===== src/rtl/ts_sync_lock.sv =====
// ts_sync_lock: per-stream TS byte aligner with lock/unlock hysteresis and a
// flywheel packet boundary marker.
//
// Ports:
//   clk, rst             clock; asynchronous active-low reset
//   byte_in, byte_valid  incoming stream byte and its qualifier
//   byte_out, valid_out  registered copy of the input byte (0 when not valid)
//   sop                  byte_out is packet byte 0 (only while locked)
//   pkt_idx              index of byte_out in its packet, 0 when not locked
//   locked               lock status
//   sync_err             one-cycle pulse on a missed sync slot while locked
//   lost_cnt             saturating count of LOCKED->HUNT transitions
//
// Latency is one cycle. There is no backpressure: one byte is accepted on
// every cycle with byte_valid high.
//
// Build option: define TS_SYNC_INV_EN to also accept ~SYNC_BYTE as a sync
// byte (the inverted sync that DVB energy dispersal puts in every 8th packet).
module ts_sync_lock #(
  parameter int         PKT_LEN    = 188,
  parameter logic [7:0] SYNC_BYTE  = 8'h47,
  parameter int         LOCK_CNT   = 5,
  parameter int         UNLOCK_CNT = 3,
  parameter int         IDX_W      = 8,
  parameter int         ERR_W      = 16
) (
  input  logic             clk,
  input  logic             rst,
  input  logic [7:0]       byte_in,
  input  logic             byte_valid,
  output logic [7:0]       byte_out,
  output logic             valid_out,
  output logic             sop,
  output logic [IDX_W-1:0] pkt_idx,
  output logic             locked,
  output logic             sync_err,
  output logic [ERR_W-1:0] lost_cnt
);

  localparam int HIT_W  = $clog2(LOCK_CNT + 1);
  localparam int MISS_W = $clog2(UNLOCK_CNT + 1);

  localparam logic [IDX_W-1:0]  POS_LAST   = IDX_W'(PKT_LEN - 1);
  localparam logic [HIT_W-1:0]  LOCK_TGT   = HIT_W'(LOCK_CNT);
  localparam logic [MISS_W-1:0] UNLOCK_TGT = MISS_W'(UNLOCK_CNT);

  typedef enum logic [1:0] {
    S_HUNT,
    S_VERIFY,
    S_LOCKED
  } state_t;

  state_t            r_state;
  logic [IDX_W-1:0]  r_pos;
  logic [HIT_W-1:0]  r_hit;
  logic [MISS_W-1:0] r_miss;
  logic [ERR_W-1:0]  r_lost;
  logic [7:0]        r_byte_out;
  logic              r_valid_out;
  logic              r_sop;
  logic [IDX_W-1:0]  r_idx;
  logic              r_locked;
  logic              r_err;

  state_t            w_state_nxt;
  logic [IDX_W-1:0]  w_pos_nxt;
  logic [HIT_W-1:0]  w_hit_nxt;
  logic [MISS_W-1:0] w_miss_nxt;
  logic [ERR_W-1:0]  w_lost_nxt;
  logic              w_sop_nxt;
  logic [IDX_W-1:0]  w_idx_nxt;
  logic              w_locked_nxt;
  logic              w_err_nxt;

  logic              w_is_sync;
  logic              w_slot;
  logic [IDX_W-1:0]  w_pos_inc;
  logic [HIT_W-1:0]  w_hit_inc;
  logic [MISS_W-1:0] w_miss_inc;
  logic [ERR_W-1:0]  w_lost_sat;

`ifdef TS_SYNC_INV_EN
  assign w_is_sync = (byte_in == SYNC_BYTE) || (byte_in == ~SYNC_BYTE);
`else
  assign w_is_sync = (byte_in == SYNC_BYTE);
`endif

  // r_pos is the position of the byte currently on byte_in (VERIFY/LOCKED).
  assign w_slot     = (r_pos == '0);
  assign w_pos_inc  = (r_pos == POS_LAST) ? '0 : r_pos + IDX_W'(1);
  assign w_hit_inc  = r_hit + HIT_W'(1);
  assign w_miss_inc = r_miss + MISS_W'(1);
  assign w_lost_sat = (r_lost == '1) ? r_lost : r_lost + ERR_W'(1);

  always_comb begin
    w_state_nxt  = r_state;
    w_pos_nxt    = r_pos;
    w_hit_nxt    = r_hit;
    w_miss_nxt   = r_miss;
    w_lost_nxt   = r_lost;
    w_sop_nxt    = 1'b0;
    w_err_nxt    = 1'b0;
    w_idx_nxt    = r_idx;
    w_locked_nxt = r_locked;

    if (byte_valid) begin
      case (r_state)
        S_HUNT: begin
          w_idx_nxt    = '0;
          w_locked_nxt = 1'b0;
          if (w_is_sync) begin
            // This byte is the candidate's position 0; the next one is 1.
            w_pos_nxt = IDX_W'(1);
            w_hit_nxt = HIT_W'(1);
            if (LOCK_CNT == 1) begin
              w_state_nxt  = S_LOCKED;
              w_sop_nxt    = 1'b1;
              w_locked_nxt = 1'b1;
            end else begin
              w_state_nxt = S_VERIFY;
            end
          end
        end

        S_VERIFY: begin
          w_pos_nxt    = w_pos_inc;
          w_idx_nxt    = '0;
          w_locked_nxt = 1'b0;
          if (w_slot) begin
            if (w_is_sync) begin
              w_hit_nxt = w_hit_inc;
              if (w_hit_inc == LOCK_TGT) begin
                w_state_nxt  = S_LOCKED;
                w_sop_nxt    = 1'b1;
                w_locked_nxt = 1'b1;
              end
            end else begin
              // The failing byte is not taken as a fresh candidate.
              w_state_nxt = S_HUNT;
              w_hit_nxt   = '0;
            end
          end
        end

        S_LOCKED: begin
          w_pos_nxt    = w_pos_inc;
          w_idx_nxt    = r_pos;
          w_locked_nxt = 1'b1;
          if (w_slot) begin
            w_sop_nxt = 1'b1;
            if (w_is_sync) begin
              w_miss_nxt = '0;
            end else begin
              w_err_nxt = 1'b1;
              if (w_miss_inc == UNLOCK_TGT) begin
                w_state_nxt  = S_HUNT;
                w_sop_nxt    = 1'b0;
                w_idx_nxt    = '0;
                w_locked_nxt = 1'b0;
                w_miss_nxt   = '0;
                w_hit_nxt    = '0;
                w_lost_nxt   = w_lost_sat;
              end else begin
                w_miss_nxt = w_miss_inc;
              end
            end
          end
        end

        default: begin
          w_state_nxt  = S_HUNT;
          w_idx_nxt    = '0;
          w_locked_nxt = 1'b0;
        end
      endcase
    end
  end

  always_ff @(posedge clk or negedge rst) begin
    if (!rst) begin
      r_state <= S_HUNT;
    end else begin
      r_state <= w_state_nxt;
    end
  end

  always_ff @(posedge clk or negedge rst) begin
    if (!rst) begin
      r_pos       <= '0;
      r_hit       <= '0;
      r_miss      <= '0;
      r_lost      <= '0;
      r_byte_out  <= 8'h00;
      r_valid_out <= 1'b0;
      r_sop       <= 1'b0;
      r_idx       <= '0;
      r_locked    <= 1'b0;
      r_err       <= 1'b0;
    end else begin
      r_pos       <= w_pos_nxt;
      r_hit       <= w_hit_nxt;
      r_miss      <= w_miss_nxt;
      r_lost      <= w_lost_nxt;
      r_byte_out  <= byte_valid ? byte_in : 8'h00;
      r_valid_out <= byte_valid;
      r_sop       <= w_sop_nxt;
      r_idx       <= w_idx_nxt;
      r_locked    <= w_locked_nxt;
      r_err       <= w_err_nxt;
    end
  end

  assign byte_out  = r_byte_out;
  assign valid_out = r_valid_out;
  assign sop       = r_sop;
  assign pkt_idx   = r_idx;
  assign locked    = r_locked;
  assign sync_err  = r_err;
  assign lost_cnt  = r_lost;

endmodule


===== config.mk =====
export PLATFORM = sky130hd
export DESIGN_NAME = ts_sync_lock
export DESIGN_NICKNAME = d
export VERILOG_FILES = /design/src/rtl/ts_sync_lock.sv
export SDC_FILE = /design/constraint.sdc
export NUM_CORES = 1
export LEC_CHECK = 0
export CORE_UTILIZATION = 45
export CTS_BUF_LIST = sky130_fd_sc_hd__clkbuf_2
export CTS_CLUSTER_DIAMETER = 50
export CTS_CLUSTER_SIZE = 8
export DETAILED_ROUTE_END_ITERATION = 10
export PLACE_DENSITY = 0.75
export SYNTH_ARGS = -nofsm -noshare
export SYNTH_HDL_FRONTEND = slang
export SYNTH_SLANG_ARGS = --single-unit

===== constraint.sdc =====
create_clock -name clk -period 2.8 [get_ports clk]
set_clock_uncertainty 0.1 [all_clocks]
set_input_delay 0.28 -clock clk [delete_from_list [all_inputs] [get_ports clk]]
set_output_delay 0.28 -clock clk [all_outputs]
set_load 0.01 [all_outputs]

# After elaboration in Yosys (flattened, before gate mapping)
# Index checks and enable logic that the tools add are counted.
[classes] n_addsub=4 eq_ne=13 mux=39 bitwise_logic=2 reduce_logical=10
[ops] cell="$mux 8" n=7
[ops] cell="$mux 2" n=9
[ops] cell="$mux 3" n=6
[ops] cell="$add 16x1->16 const B" n=1
[ops] cell="$eq 16x16->1 const B" n=1
[ops] cell="$pmux 8 s2" n=1
[ops] cell="$reduce_and 7->1" n=2
[ops] cell="$mux 1" n=12
[ops] cell="$ne 2x2->1 const B" n=5
[ops] cell="$pmux 3 s3" n=1
[ops] cell="$add 8x1->8 const B" n=1
[ops] cell="$eq 8x7->1 const B" n=1
[ops] cell="$eq 8x8->1 const B" n=1
[ops] cell="$logic_not 8->1" n=1
[ops] cell="$pmux 2 s3" n=1
[ops] cell="$reduce_and 3->1" n=2
[ops] cell="$reduce_and 6->1" n=1
[ops] cell="$eq 2x2->1 const B" n=2
[ops] cell="$pmux 1 s2" n=2
[ops] cell="$add 3x1->3 const B" n=1
[ops] cell="$eq 3x3->1 const B" n=1
[ops] cell="$ne 3x3->1 const B" n=1
[ops] cell="$reduce_bool 3->1" n=1
[ops] cell="$add 2x1->2 const B" n=1
[ops] cell="5 further kinds" n=6
[totals] reg_bits=51 in_bits=11 output_inout_bits=36 word_cells=79

# Depth between registers and ports, before layout
# Gate-level depths: netlist (run 1).
[logic_depth] depth_word=7 mapped_depth=7 mapped_depth_nobuf=7

# Least setup slack after synthesis (run 1)
# Ideal clock, no wire load.
[synth_timing] path_type="register -> register" from="register r_pos[0]" to="register r_hit[0]" setup_time_ns=0.125 arrival_time_ns=1.843 t_required_ns=2.575 setup_slack_ns=0.733 path_stages_with_launch=8 n_path_buf=0 synth_period_minus_slack_ns=2.067 cell_sequence="dfrtp_1 inv_1 ha_1 nor3b_2 nand2_1 o22a_1 nor3_2 mux2_2"
[synth_via] elab_chain_len=3 word_cells_on_any_way=4 cone_classes="2 x eq/ne; 2 x reduce/logical"
[synth_rtl] item="from (decl)" line="54" source="logic [IDX_W-1:0] r_pos;"
[synth_rtl] item="from (signal assigned)" line="200" source="r_pos <= w_pos_nxt;"
[synth_rtl] item="$logic_not 8->1 *" line="89" source="assign w_slot = (r_pos == '0);"
[synth_rtl] item="$ne 2x2->1 (no line)"
[synth_rtl] item="$reduce_and 7->1 (no line) *"
[synth_rtl] item="to (signal assigned)" line="201" source="r_hit <= w_hit_nxt;"
[synth_rtl] item="to (decl)" line="55" source="logic [HIT_W-1:0] r_hit;"
# Mark *: on every way between the ends. The rest lies on a longest branch, timed or not.
# A chain may end at the register's enable or synchronous reset.

# Final worst setup path (run 1)
[layout_timing] from="register r_pos[0]" to="register r_lost[12] (netlist: lost_cnt[12])"
[layout_via] elab_chain_len=2
[layout_rtl] item="$logic_not 8->1" line="89"
[layout_rtl] item="$reduce_and 6->1 (no line)"
[layout_rtl] item="to (signal assigned)" line="203" source="r_lost <= w_lost_nxt;"
[layout_rtl] item="to (decl)" line="57" source="logic [ERR_W-1:0] r_lost;"
# No other way between the ends.

==> impl_metrics.json, run 1 <==
{
  "power_switching_mw": 0.542,
  "path_max_fanout": 7,
  "die_h_um": 76.9,
  "htreeDepth": 2,
  "avgSynthCellArea_um2": 10.6,
  "final_antenna_net_count": 0,
  "cts_buffers": 5,
  "synth_warnings": 0,
  "cts_setup_buffers": 0,
  "postCtsResizedCells": 0,
  "comb_power_share_pct": 26.4,
  "status": "complete, no violations",
  "grt_overflow": 0,
  "start_util_pct": 47.9,
  "rsz0062_at_grt": "no",
  "cp-start-kind": "flip-flop",
  "cap_violations": 0,
  "cts-root-buf": "clkbuf_2",
  "peakVddDrop_mv": 0.295,
  "synth_cell_type_count": 46,
  "route.vias.total": 1852,
  "drc_errors": 0,
  "fmax_mhz": 431,
  "dp_hpwl_um": 3640,
  "firstDrtPassIters": 4,
  "clock_path_buffers": 2,
  "power_density_nw_per_um2": 532,
  "pwr-share-seq_pct": 51.7,
  "hold_violations": 0,
  "pin_count": 47,
  "synth_ff_type": "dfrtp_1",
  "max_slew_margin_pct": 51.8,
  "ys_ff_latch": 51,
  "wl_per_cell_um": 13.5,
  "required_ps": 3060,
  "drive_gt1_share_pct": 9.31,
  "synth.top_cell.area_share_pct": 50.5,
  "p_int_mw": 1.13,
  "arrival_ps": 2580,
  "end_kind": "flip-flop",
  "drt_iter0_drc": 122,
  "worst_slew_pin_slew_ps": 715,
  "grt_start_max_net_pins": 33,
  "placed_cells": 352,
  "synth_top_cells_by_area": "dfrtp_1 51%, ha_1 4.5%, o21ai_0 3.4%, nand2_1 3.3%, inv_1 3.1%",
  "io_buffers": 46,
  "rows": 26,
  "antenna_found_initial": 0,
  "period_share_pct": 82.8,
  "min_path_type": "in2async",
  "ys_seq_area_share_pct": 50.5,
  "nets": 310,
  "area_delta_synth_final_pct": 24.5,
  "synth_edf_count": 0,
  "grt_pass1_wl_um": 8530,
  "p_leak_nw": 1.33,
  "synth_async_sr_flop_share_pct": 100,
  "setup_violations": 0,
  "track_usage_pct": 18.1,
  "critPathKind": "reg2reg",
  "worst-r2r-setup-slack_ps": 480,
  "synth_cells": 238,
  "vias_per_cell": 5.14,
  "core_area_um2": 5270,
  "grt_pass1_vias": 1753,
  "final_max_slew_viol_count": 0,
  "insertion_delay_ps": 410,
  "cts_tree": "built",
  "final_cells": 360,
  "diodes": 0,
  "post-synth-top-area-cell": "dfrtp_1",
  "wl_um": 4870,
  "cts_sinks": 51,
  "die_w_um": 76.9,
  "dieArea_um2": 5910,
  "netlist_area_um2": 2520,
  "fin_setup_tns_ps": 0,
  "synthesis.nets": 258,
  "gp_congestion": 0.805,
  "finalCriticalPeriod_ps": 2320,
  "swShare_pct": 32.4,
  "clk_pin_slew_worst_paths_ps": 240,
  "p_clk_share_pct": 21.9
}
==> cell usage in the layout, fill, tap and decap left out, types with 4 or more instances in the layout <==
| cell | Yosys | final |
|---|---|---|
| and2_1 | 9 | 9 |
| mux2_2 | 4 | 4 |
| nor2_1 | 13 | 13 |
| and4_1 | 4 | 4 |
| xor2_1 | 7 | 7 |
| nand3_1 | 13 | 13 |
| o22ai_1 | 4 | 4 |
| o21ai_0 | 17 | 17 |
| clkbuf_2 | 0 | 5 |
| nand4_1 | 4 | 4 |
| nand2_1 | 22 | 22 |
| inv_1 | 21 | 21 |
| o31ai_1 | 4 | 4 |
| clkdlybuf4s50_1 | 0 | 45 |
| ha_1 | 9 | 9 |
| dfrtp_1 | 51 | 51 |
| and3_1 | 5 | 5 |
| xnor2_1 | 8 | 8 |
==> timing repair <==
item,4_1_cts,5_1_grt
hold buffers,1,0
endpoints found under the hold margin,19,0
setup endpoints to repair,0,0
==> power by group through the flow <==
stage                     registers, mW  logic (mW)  clock network [mW]
after global routing              0.875       0.495               0.415
final                             0.864       0.442               0.366
after CTS                         0.862       0.443               0.374
after floorplan                   0.861       0.323                   0
after global placement            0.875       0.429                   0
after detailed placement          0.875       0.441                   0
==> area by class of cell <==
| type | count | area (um2) |
|---|---|---|
| Sequential cell | 51 | 1280 |
| Multi-Input combinational cell | 161 | 1150 |
| Tap cell | 70 | 87.6 |
| Timing Repair Buffer | 50 | 488 |
| Clock buffer | 5 | 25.0 |
| Inverter | 21 | 78.8 |
| Fill cell | 431 | 2130 |
| Clock inverter | 2 | 37.5 |
==> registers in the layout (all words and copies together) (netlist names) <==
name	flops
r_miss	2
sop	1
valid_out	1
lost_cnt	16
r_hit	3
byte_out	8
r_pos	8
locked	1
sync_err	1
pkt_idx	8
r_state	2
==> layer usage <==
| metal | vias to the layer above | share of wire [%] | global-route usage (%) |
|---|---|---|---|
| met5 | - | 0 | 0 |
| met1 | 870 | 50 | 26.7 |
| met2 | 41 | 45 | 27.1 |
| met3 | 5 | 3.6 | 3.33 |
| met4 | 0 | 1.0 | 5.19 |
| li1 | 936 | - | - |
==> cells by family after synthesis <==
| logic type | synth area share, % |
|---|---|
| AND/OR/NAND/NOR | 20.5 |
| AO/OA/AOI/OAI | 13.2 |
| XOR/XNOR | 5.20 |
| buffers and inverters | 3.91 |
| multiplexers | 2.18 |
| flip-flops | 50.5 |
| adder cells (fa/ha/maj) | 4.46 |
==> worst paths after layout <==
path / end / depth (start not counted) / start
worst min register to register: lost_cnt[8] / 1 / lost_cnt[8]
max in group asynchronous: byte_out[3] / 3 / rst
worst max register to register: lost_cnt[12] / 7 / r_pos[0]
worst min-delay path: r_hit[1] / 2 / rst
worst max-delay path: lost_cnt[12] / 7 / r_pos[0]
min in group clk: byte_out[3] / 2 / byte_in[3]
==> through the flow <==
| step | power, mW | cell area [um2] | setup slack, ps | util (%) | hold slack (ps) |
|---|---|---|---|---|---|
| 2_1_floorplan | 1.18 | 2520 | 733 | - | -116 |
| 3_3_place_gp | 1.30 | 3070 | 301 | 58.3 | 159 |
| 3_5_place_dp | 1.32 | 3070 | 266 | 58.3 | 155 |
| 4_1_cts | 1.68 | 3140 | 462 | 59.6 | 202 |
| 5_1_grt | 1.78 | 3140 | 325 | 59.6 | 200 |
| 6_report | 1.67 | 3140 | 482 | 59.6 | 209 |
==> Yosys cell counts, types with 3 or more instances <==
cell type	n
mux2_2	4
dfrtp_1	51
nand4_1	4
and3_1	5
nor2b_1	3
o22ai_1	4
nor3_2	3
clkbuf_1	4
and2_1	9
o31ai_1	4
nand3_1	13
o21ai_0	17
xnor2_1	8
nand2_1	22
ha_1	9
nand2b_1	3
nor2_1	13
inv_1	21
and4_1	4
xor2_1	7
==> critical path: stages, from the launching register on <==
cell and delay (ps):
dfrtp_1 490, inv_1 130, ha_1 150, nor3b_2 310, nand4_4 200, a2111o_1 520, nor3_2 210, xor2_1 160
Note: power is estimated with default switching activity, not from simulation.
==> run 2, diff against run 1 <==
- clock period: 2.8 -> 2.2 ns (I/O delays scaled with it)
==> impl_metrics.json, run 2 (synthesized netlist as in run 1, its figures left out) <==
{
  "status": "complete, no violations",
  "pin_count": 47,
  "path_max_fanout": 6,
  "clk_pin_slew_worst_paths_ps": 230,
  "rsz0062_at_grt": "yes",
  "grt_start_max_net_pins": 35,
  "finalCriticalPeriod_ps": 2150,
  "wl_um": 5320,
  "worst_slew_pin_slew_ps": 449,
  "area_delta_synth_final_pct": 35.9,
  "power_mw": 2.40,
  "antenna_found_initial": 0,
  "p_leak_nw": 1.50,
  "route.vias.total": 2015,
  "final_max_slew_viol_count": 0,
  "cts-root-buf": "clkbuf_2",
  "grt_pass1_wl_um": 8890,
  "peakVddDrop_mv": 0.579,
  "cap_violations": 0,
  "drt_iter0_drc": 116,
  "grt_overflow": 0,
  "vias_per_cell": 5.14,
  "min_path_type": "in2async",
  "dp_hpwl_um": 3850,
  "critPathKind": "reg2reg",
  "wl_per_cell_um": 13.6,
  "design_area_um2": 3430,
  "reg2reg_from": "r_pos[0]",
  "cp_top_family": "simple AND/OR/NAND/NOR gates",
  "required_ps": 2430,
  "grt_pass1_vias": 1900,
  "die_w_um": 76.9,
  "clock_path_buffers": 2,
  "final_cell_mix": "51 x dfrtp_1, 45 x clkdlybuf4s50_1, 34 x buf_4, 22 x nand2_1, 19 x inv_1",
  "firstDrtPassIters": 4,
  "io_buffers": 46,
  "insertion_delay_ps": 400,
  "period_share_pct": 97.8,
  "gp_congestion": 0.768,
  "setup_violations": 0,
  "cp-start-kind": "flip-flop",
  "dieArea_um2": 5910,
  "cts_sinks": 51,
  "placed_area_um2": 3260,
  "drive_gt1_share_pct": 20.5,
  "fmax_mhz": 465,
  "utilization_pct": 65.1,
  "cp_slowest_cell": "a2111o_1",
  "slowest_delay_ps": 540,
  "cts_tree": "built",
  "diodes": 0,
  "final_common_cell": "dfrtp_1",
  "core_area_um2": 5270,
  "arrival_ps": 2380,
  "die_h_um": 76.9,
  "rows": 26,
  "fin_setup_tns_ps": 0,
  "final_antenna_net_count": 0,
  "htreeDepth": 2,
  "max_slew_margin_pct": 70.1,
  "drc_errors": 0,
  "nFillCells": 423,
  "track_usage_pct": 18.7,
  "cts_buffers": 5,
  "hold_violations": 0,
  "power_density_nw_per_um2": 698,
  "cp-startpoint": "r_pos[0]",
  "start_util_pct": 47.9,
  "crit_chain": "inv_2, ha_4, nor3b_4, nand4_4, a2111o_1, nor3_2, xor2_1",
  "worst-path-buf-inv": 1,
  "end_kind": "flip-flop",
  "largest_reg_flops": 16,
  "nets": 342
}
run 2: worst paths after layout:
kind	to	slack [ps]	depth (start not counted)
worst max register to register	lost_cnt[12]	50	7
min in group clk	byte_out[1]	270	2
worst min-delay path	r_pos[3]	150	2
worst max-delay path	lost_cnt[12]	50	7
worst min register to register	lost_cnt[8]	400	1
max in group asynchronous	r_miss[1]	1320	3
run 2: area by class of cell:
type,count,area (um2),share of cell area (%)
inverter,21,78.8,2.30
clock buffer,5,25.0,0.729
clock inverter,2,37.5,1.09
sequential,51,1280,37.2
multi-input combinational,161,1180,34.5
timing repair buffer,82,741,21.6
tap,70,87.6,2.55
run 2: worst register-to-register path, delay by kind of cell, from the launching register on:
kind | cells | cell delay [ps]
and+or+nand+nor | 3 | 610
AOI/OAI and AO/OA | 1 | 540
DFF | 1 | 450
xor gates and xnor gates | 1 | 180
adders and majority gates | 1 | 120
buffers and inverters | 1 | 90
run 2: power by group:
| part | internal [mW] | switching (mW) | leakage, nW |
|---|---|---|---|
| clock network | 0.186 | 0.278 | 0.0350 |
| registers | 1.01 | 0.0579 | 0.690 |
| logic | 0.437 | 0.432 | 0.770 |
run 2: metrics by stage:
stage / setup slack, ps / cells / hold WS [ps]
floorplan: 133 / 238 / -176
global placement: -180 / 375 / 83.5
detailed placement: -205 / 375 / 92.4
CTS: 15.3 / 383 / 162
global route: -66.1 / 392 / 170
finish: 48.4 / 392 / 154
run 2: repair_timing:
item	CTS	global route
pin swaps	0	5
gates resized for setup	1	8
endpoints found under the hold margin	50	0
buffers inserted	0	9
hold buffers	1	0
endpoints found under the setup margin	1	8
run 2: layer usage:
metal	share of wire, %	global-route usage (%)
met5	0	0
met3	3.8	2.74
met2	48	29.9
met1	47	26.0
met4	1.3	6.15
